File: config.mk
export PLATFORM = sky130hd
export DESIGN_NAME = input_vc_buffer
export DESIGN_NICKNAME = d
export VERILOG_FILES = /design/src/rtl/input_vc_buffer_pkg.sv /design/src/rtl/input_vc_buffer_fifo.sv /design/src/rtl/input_vc_buffer.sv
export SDC_FILE = /design/constraint.sdc
export NUM_CORES = 1
export LEC_CHECK = 0
export BUFFER_PORTS_ARGS = -buffer_cell sky130_fd_sc_hd__buf_2
export CAP_MARGIN = 10
export CORE_MARGIN = 1
export CORE_UTILIZATION = 60
export DETAILED_ROUTE_END_ITERATION = 7
export GPL_ROUTABILITY_DRIVEN = 0
export PLACE_DENSITY_LB_ADDON = 0.25
export RECOVER_POWER = 100
export SKIP_CTS_REPAIR_TIMING = 1
export SYNTH_ARGS = -nofsm -noshare
export SYNTH_HDL_FRONTEND = slang
export SYNTH_SLANG_ARGS = --single-unit
export TNS_END_PERCENT = 20
File: constraint.sdc
create_clock -name clk -period 3.1 [get_ports clk]
set_clock_uncertainty 0.1 [all_clocks]
set_input_delay 0.155 -clock clk [delete_from_list [all_inputs] [get_ports clk]]
set_output_delay 0.155 -clock clk [all_outputs]
set_load 0.01 [all_outputs]
File: src/rtl/input_vc_buffer_pkg.sv
// Shared NoC router types: flit format, output ports, VC states and XY routing helpers.
package params_noc;

  localparam int VC_NUM_DEF     = 4;
  localparam int BUFF_DEPTH_DEF = 4;
  localparam int COORD_W        = 4;
  localparam int VC_ID_W        = 2;
  localparam int PAYLOAD_W      = 16;

  typedef enum logic [1:0] {HEAD = 2'd0, BODY = 2'd1, TAIL = 2'd2, HEADTAIL = 2'd3} flit_type_t;
  typedef enum logic [2:0] {LOCAL = 3'd0, NORTH = 3'd1, SOUTH = 3'd2, EAST = 3'd3, WEST = 3'd4} port_t;
  typedef enum logic [1:0] {IDLE = 2'd0, ROUTING = 2'd1, ACTIVE = 2'd2} vc_state_t;

  typedef struct packed {
    flit_type_t           flit_type;
    logic [VC_ID_W-1:0]   vc_id;
    logic [COORD_W-1:0]   dest_x;
    logic [COORD_W-1:0]   dest_y;
    logic [PAYLOAD_W-1:0] payload;
  } flit_t;

  // Dimension-ordered routing: resolve X first, then Y, else eject locally.
  function automatic port_t xy_route(input logic [COORD_W-1:0] dx, input logic [COORD_W-1:0] dy,
                                     input logic [COORD_W-1:0] cx, input logic [COORD_W-1:0] cy);
    port_t p;
    if (dx > cx)      p = EAST;
    else if (dx < cx) p = WEST;
    else if (dy > cy) p = NORTH;
    else if (dy < cy) p = SOUTH;
    else              p = LOCAL;
    return p;
  endfunction

  function automatic logic is_head(input flit_type_t t);
    return (t == HEAD) || (t == HEADTAIL);
  endfunction

  function automatic logic is_tail(input flit_type_t t);
    return (t == TAIL) || (t == HEADTAIL);
  endfunction

endpackage

File: src/rtl/input_vc_buffer_fifo.sv
// Single-VC flit FIFO; pointers carry an extra wrap bit so full/empty come from pointer compare.
module vc_fifo
  import params_noc::*;
#(
  parameter int DEPTH = BUFF_DEPTH_DEF
) (
  input  logic  clk,
  input  logic  rst,
  input  logic  push,
  input  logic  pop,
  input  flit_t din,
  output flit_t dout,
  output logic  full,
  output logic  empty
);

  localparam int AW = $clog2(DEPTH);

  flit_t          mem_r [DEPTH];
  logic [AW:0]    wr_ptr_r;
  logic [AW:0]    rd_ptr_r;
  logic           do_push_s;
  logic           do_pop_s;

  assign full      = (wr_ptr_r[AW] != rd_ptr_r[AW]) && (wr_ptr_r[AW-1:0] == rd_ptr_r[AW-1:0]);
  assign empty     = (wr_ptr_r == rd_ptr_r);
  assign do_pop_s  = pop && !empty;
  // A full FIFO still accepts a write when its front leaves in the same cycle.
  assign do_push_s = push && (!full || do_pop_s);
  assign dout      = mem_r[rd_ptr_r[AW-1:0]];

  // Pointer update.
  always_ff @(posedge clk) begin
    if (rst) begin
      wr_ptr_r <= '0;
      rd_ptr_r <= '0;
    end else begin
      if (do_push_s) wr_ptr_r <= wr_ptr_r + (AW+1)'(1);
      if (do_pop_s)  rd_ptr_r <= rd_ptr_r + (AW+1)'(1);
    end
  end

  // Flit storage.
  always_ff @(posedge clk) begin
    if (do_push_s) mem_r[wr_ptr_r[AW-1:0]] <= din;
  end

endmodule

File: src/rtl/input_vc_buffer.sv
// Router input port: per-VC flit FIFOs, XY route computation and grant-driven pop with credit return.
// Optional protocol checking is built when IVB_PROTOCOL_CHECK_EN is defined.
module input_vc_buffer
  import params_noc::*;
#(
  parameter int VC_NUM     = VC_NUM_DEF,
  parameter int BUFF_DEPTH = BUFF_DEPTH_DEF,
  parameter int X_CUR      = 0,
  parameter int Y_CUR      = 0
) (
  input  logic                clk,
  input  logic                rst,
  input  flit_t               data_i,
  input  logic                valid_i,
  output logic [VC_NUM-1:0]   request_o,
  output port_t [VC_NUM-1:0]  out_port_o,
  input  logic [VC_NUM-1:0]   grant_i,
  output flit_t               flit_o,
  output logic                flit_valid_o,
  output logic [VC_NUM-1:0]   credit_o,
  output logic                error_o
);

  localparam logic [COORD_W-1:0] X_C = COORD_W'(X_CUR);
  localparam logic [COORD_W-1:0] Y_C = COORD_W'(Y_CUR);

  vc_state_t         state_r    [VC_NUM];
  vc_state_t         phase_s    [VC_NUM];
  port_t             out_port_r [VC_NUM];
  flit_t             front_s    [VC_NUM];
  logic [VC_NUM-1:0] push_s, pop_s, full_s, empty_s;
  logic              grant_onehot_s;
  flit_t             pop_flit_s;

  for (genvar g = 0; g < VC_NUM; g++) begin : g_vc
    vc_fifo #(.DEPTH(BUFF_DEPTH)) u_fifo (
      .clk   (clk),
      .rst   (rst),
      .push  (push_s[g]),
      .pop   (pop_s[g]),
      .din   (data_i),
      .dout  (front_s[g]),
      .full  (full_s[g]),
      .empty (empty_s[g])
    );
    assign out_port_o[g] = out_port_r[g];
  end

  // Write steering, request generation and grant qualification.
  always_comb begin
    push_s         = '0;
    request_o      = '0;
    grant_onehot_s = (grant_i != '0) && ((grant_i & (grant_i - VC_NUM'(1))) == '0);
    for (int v = 0; v < VC_NUM; v++) begin
      push_s[v]    = valid_i && (data_i.vc_id == VC_ID_W'(v));
      request_o[v] = (state_r[v] == ACTIVE) && !empty_s[v];
      // An idle VC with a head at its front spends this cycle routing.
      phase_s[v]   = (state_r[v] == IDLE && !empty_s[v] && is_head(front_s[v].flit_type))
                     ? ROUTING : state_r[v];
    end
    pop_s = grant_onehot_s ? (grant_i & request_o) : '0;
  end

  // Select the popped VC's front flit; pop_s is at most one-hot.
  always_comb begin
    pop_flit_s = '0;
    for (int v = 0; v < VC_NUM; v++) begin
      pop_flit_s = pop_s[v] ? front_s[v] : pop_flit_s;
    end
  end

  // Per-VC state machine and route latch.
  always_ff @(posedge clk) begin
    for (int v = 0; v < VC_NUM; v++) begin
      if (rst) begin
        state_r[v]    <= IDLE;
        out_port_r[v] <= LOCAL;
      end else begin
        case (phase_s[v])
          ROUTING: begin
            out_port_r[v] <= xy_route(front_s[v].dest_x, front_s[v].dest_y, X_C, Y_C);
            state_r[v]    <= ACTIVE;
          end
          ACTIVE:  if (pop_s[v] && is_tail(front_s[v].flit_type)) state_r[v] <= IDLE;
          IDLE:    state_r[v] <= IDLE;
          default: state_r[v] <= IDLE;
        endcase
      end
    end
  end

  // Crossbar flit and credit outputs.
  always_ff @(posedge clk) begin
    if (rst) begin
      flit_o       <= '0;
      flit_valid_o <= 1'b0;
      credit_o     <= '0;
    end else begin
      flit_valid_o <= |pop_s;
      credit_o     <= pop_s;
      if (|pop_s) flit_o <= pop_flit_s;
    end
  end

`ifdef IVB_PROTOCOL_CHECK_EN
  logic err_event_s;
  logic error_r;

  // Detect dropped writes, headless packets at an idle front and malformed grants.
  always_comb begin
    err_event_s = ((grant_i != '0) && !grant_onehot_s) || (|(grant_i & ~request_o));
    for (int v = 0; v < VC_NUM; v++) begin
      if (push_s[v] && full_s[v] && !pop_s[v]) begin
        err_event_s = 1'b1;
      end else if (state_r[v] == IDLE && !empty_s[v] && !is_head(front_s[v].flit_type)) begin
        err_event_s = 1'b1;
      end else begin
        err_event_s = err_event_s;
      end
    end
  end

  // Sticky error flag, cleared only by reset.
  always_ff @(posedge clk) begin
    if (rst)              error_r <= 1'b0;
    else if (err_event_s) error_r <= 1'b1;
  end

  assign error_o = error_r;
`else
  assign error_o = 1'b0;
`endif

endmodule

==> impl_metrics.json <==
{
  "status": "completed",
  "syn_inst": 1032,
  "placed_area_sq_um": 21400,
  "synth_edf_count": 460,
  "synth_top_area_share_pct": 68.4,
  "coreArea_sq_um": 32800,
  "synth_top_family_by_area": "multiplexers",
  "path_clk_slew_ns": 0.07,
  "wl_mm": 43.1,
  "min_period_over_period_pct": 88.8,
  "synth_fa_ha_area_share_pct": 1.74,
  "comb_power_share_pct": 2.5,
  "synth_seq_cells": 525,
  "seqPwrFrac_pct": 55.0,
  "start_kind": "input port",
  "reg2reg_from": "g_vc[1].u_fifo.wr_ptr_r[0]",
  "powerDensity_nw_per_um2": 611,
  "io_buffers": 79,
  "area_delta_synth_final_pct": 14.9,
  "avgRoutedWirePerCell_um": 25.7,
  "fillers": 2042,
  "fin_area_sq_um": 23200,
  "synth-seq-area-share_pct": 74.9,
  "min_to": "g_vc[1].u_fifo.wr_ptr_r[0]",
  "ys_warn_count": 0,
  "diodes": 0,
  "dr.first_iter.drc_count": 1138,
  "grt_antenna_before_repair": 0,
  "synth_compound_area_share_pct": 4.35,
  "rows": 66,
  "drive_gt1_share_pct": 21.4,
  "cp-end-kind": "register",
  "htree_levels": 2,
  "synth_area_leader_cell": "edfxtp_1",
  "crit_fanout": 29,
  "grt_setup_unrepaired": "false",
  "grt_pass1_vias": 10302,
  "fmaxAchievable_mhz": 363,
  "num_vias": 10302,
  "dp.final_hpwl_mm": 25.8,
  "cap_violations": 0,
  "numPlacedInstances": 1552,
  "clk_latency_ns": 0.57,
  "cts-root-buf": "clkbuf_16",
  "viasPerCell": 6.15,
  "numClockSinks": 525,
  "hold_start": "valid_i",
  "worstPathArrival_ns": 2.84,
  "setup_tns_ns": 0,
  "start_util_pct": 61.6,
  "cts_tree": "yes",
  "synthArstFlopShare_pct": 0,
  "synth_xor_area_share_pct": 1.34,
  "synth_area_leaders": "edfxtp_1, mux4_2, dfxtp_1",
  "irDropWorstVdd_mv": 0.511,
  "yosys.area_share.simple_pct": 3.47,
  "finalNonFillerCells": 1675,
  "synth.cell_area_sq_um": 20200,
  "mostFrequentLayoutCell": "edfxtp_1",
  "p_leak_uw": 0.00759,
  "hold_ws_ns": 0.0512,
  "gr-total-overflow": 0,
  "rr_endpoint": "flit_o[18]",
  "cellInternalPower_uw": 11400,
  "grt_pass1_wl_mm": 63.8,
  "ant_nets": 0,
  "fp.dieArea_sq_um": 34400,
  "multiInputGateArea_sq_um": 4780,
  "mostFrequentLayoutCells": "edfxtp_1, mux4_2, clkbuf_1",
  "ios": 85,
  "final-max-slew-violation-count": 0,
  "worst_pin_slew_ns": 1.04,
  "hold_class": "input port to register",
  "drc": 0,
  "layout.nets": 1254,
  "crit_type": "input port to register",
  "grt_max_degree": 57,
  "max-slew-margin-rel_pct": 30.8,
  "power_switching_uw": 2800,
  "ys.flop_type": "edfxtp_1",
  "cts_inserted_buffers": 50,
  "final-seq-area_sq_um": 15100,
  "setup_violations": 0,
  "first_pass_iters": 5,
  "period_needed_ns": 2.75,
  "synthDistinctLibCells": 47,
  "die-width_um": 185,
  "synth.avg_cell_area_sq_um": 19.6,
  "r2r_slack_ns": 0.40,
  "swShare_pct": 19.8,
  "r2r_cells": 7,
  "gr-usage-all-layers_pct": 26.1,
  "pwr-share-clk_pct": 42.5,
  "synthMuxAreaShare_pct": 12.6,
  "die_h_um": 185,
  "clock_path_buffers": 3,
  "hold_viol_final": 0,
  "critPathRequiredTime_ns": 3.19,
  "min_delay_path_depth": 5
}
## power groups by stage
stage          registers [uW]  logic [uW]  clock network [uW]
5_1_grt                  7790         380                6380
4_1_cts                  7790         333                6080
3_3_place_gp             7940         318                   0
2_1_floorplan            7940         147                   0
6_report                 7790         351                6020
3_5_place_dp             7940         330                   0
## how the worst max path moves through the flow
stage               startpoint                          to  slack [ns]  cells after the start
floorplan           grant_i[0]  g_vc[1].u_fifo.mem_r[3][0]        0.61                      4
global placement    grant_i[2]  g_vc[3].u_fifo.mem_r[0][4]        0.53                      6
detailed placement  grant_i[2]  g_vc[3].u_fifo.mem_r[0][4]        0.53                      6
CTS                   register            out_port_r[2][0]        0.65                      4
global route          register            out_port_r[1][0]        0.26                      5
finish              data_i[25]  g_vc[2].u_fifo.mem_r[3][4]        0.35                      6
## state kept, by name (all words and copies together), names as in the netlist, named ones only
register / flops
g_vc.u_fifo.mem_r: 448
g_vc.u_fifo.wr_ptr_r: 12
flit_valid_o: 1
flit_o: 28
g_vc.u_fifo.rd_ptr_r: 12
state_r: 4
out_port_r: 8
credit_o: 4
## critical path: stages
cell	delay, ns
dlygate4sd3_1	0.52
clkbuf_1	0.76
nand3b_1	0.14
a31oi_1	0.50
and2_2	0.24
clkbuf_4	0.50
## synth_stat cells, types with 10 or more instances
cell type,count
a22oi_1,17
buf_2,22
mux4_2,112
nand2_1,27
edfxtp_1,460
a211oi_1,17
a21o_1,17
inv_1,16
clkbuf_1,26
a22o_1,10
a21oi_1,22
ha_1,28
and2_1,20
o22ai_1,17
xor2_1,14
dfxtp_1,65
nor2_1,50
xnor2_1,17
## final cells by class
type / count / share of cell area (%)
clock buffer: 77 / 6.23
inverter: 16 / 0.259
sequential: 525 / 65.2
multi-input combinational: 440 / 20.6
clock inverter: 17 / 0.804
timing repair buffer: 158 / 4.52
tap: 442 / 2.38
## logic make-up (layout without fill, tap and decap cells)
| logic type | Yosys count | in the layout |
|---|---|---|
| AO/OA/AOI/OAI | 123 | 123 |
| XOR/XNOR | 31 | 31 |
| adder cells (fa/ha/maj) | 28 | 28 |
| buffers and inverters | 71 | 268 |
| flip-flops | 525 | 525 |
| multiplexers | 114 | 114 |
| other | 1 | 5 |
| AND/OR/NAND/NOR | 139 | 139 |
## per-stage QoR
| stage | total power, uW | setup slack (ns) | utilization (%) |
|---|---|---|---|
| 2_1_floorplan | 8080 | 0.611 | - |
| 3_5_place_dp | 8270 | 0.530 | 65.4 |
| 6_report | 14200 | 0.348 | 70.8 |
| 5_1_grt | 14500 | 0.264 | 70.8 |
| 3_3_place_gp | 8250 | 0.533 | 65.4 |
| 4_1_cts | 14200 | 0.645 | 70.4 |
## per-layer routing
metal / vias up / global-route usage, % / wire (um)
met2: 420 / 43.3 / 21700
met1: 5328 / 36.0 / 17200
met5: - / 0 / 0
met4: 0 / 8.03 / 1060
li1: 4476 / - / -
met3: 78 / 4.01 / 3140
No activity file was read; power rests on OpenSTA's default activity.
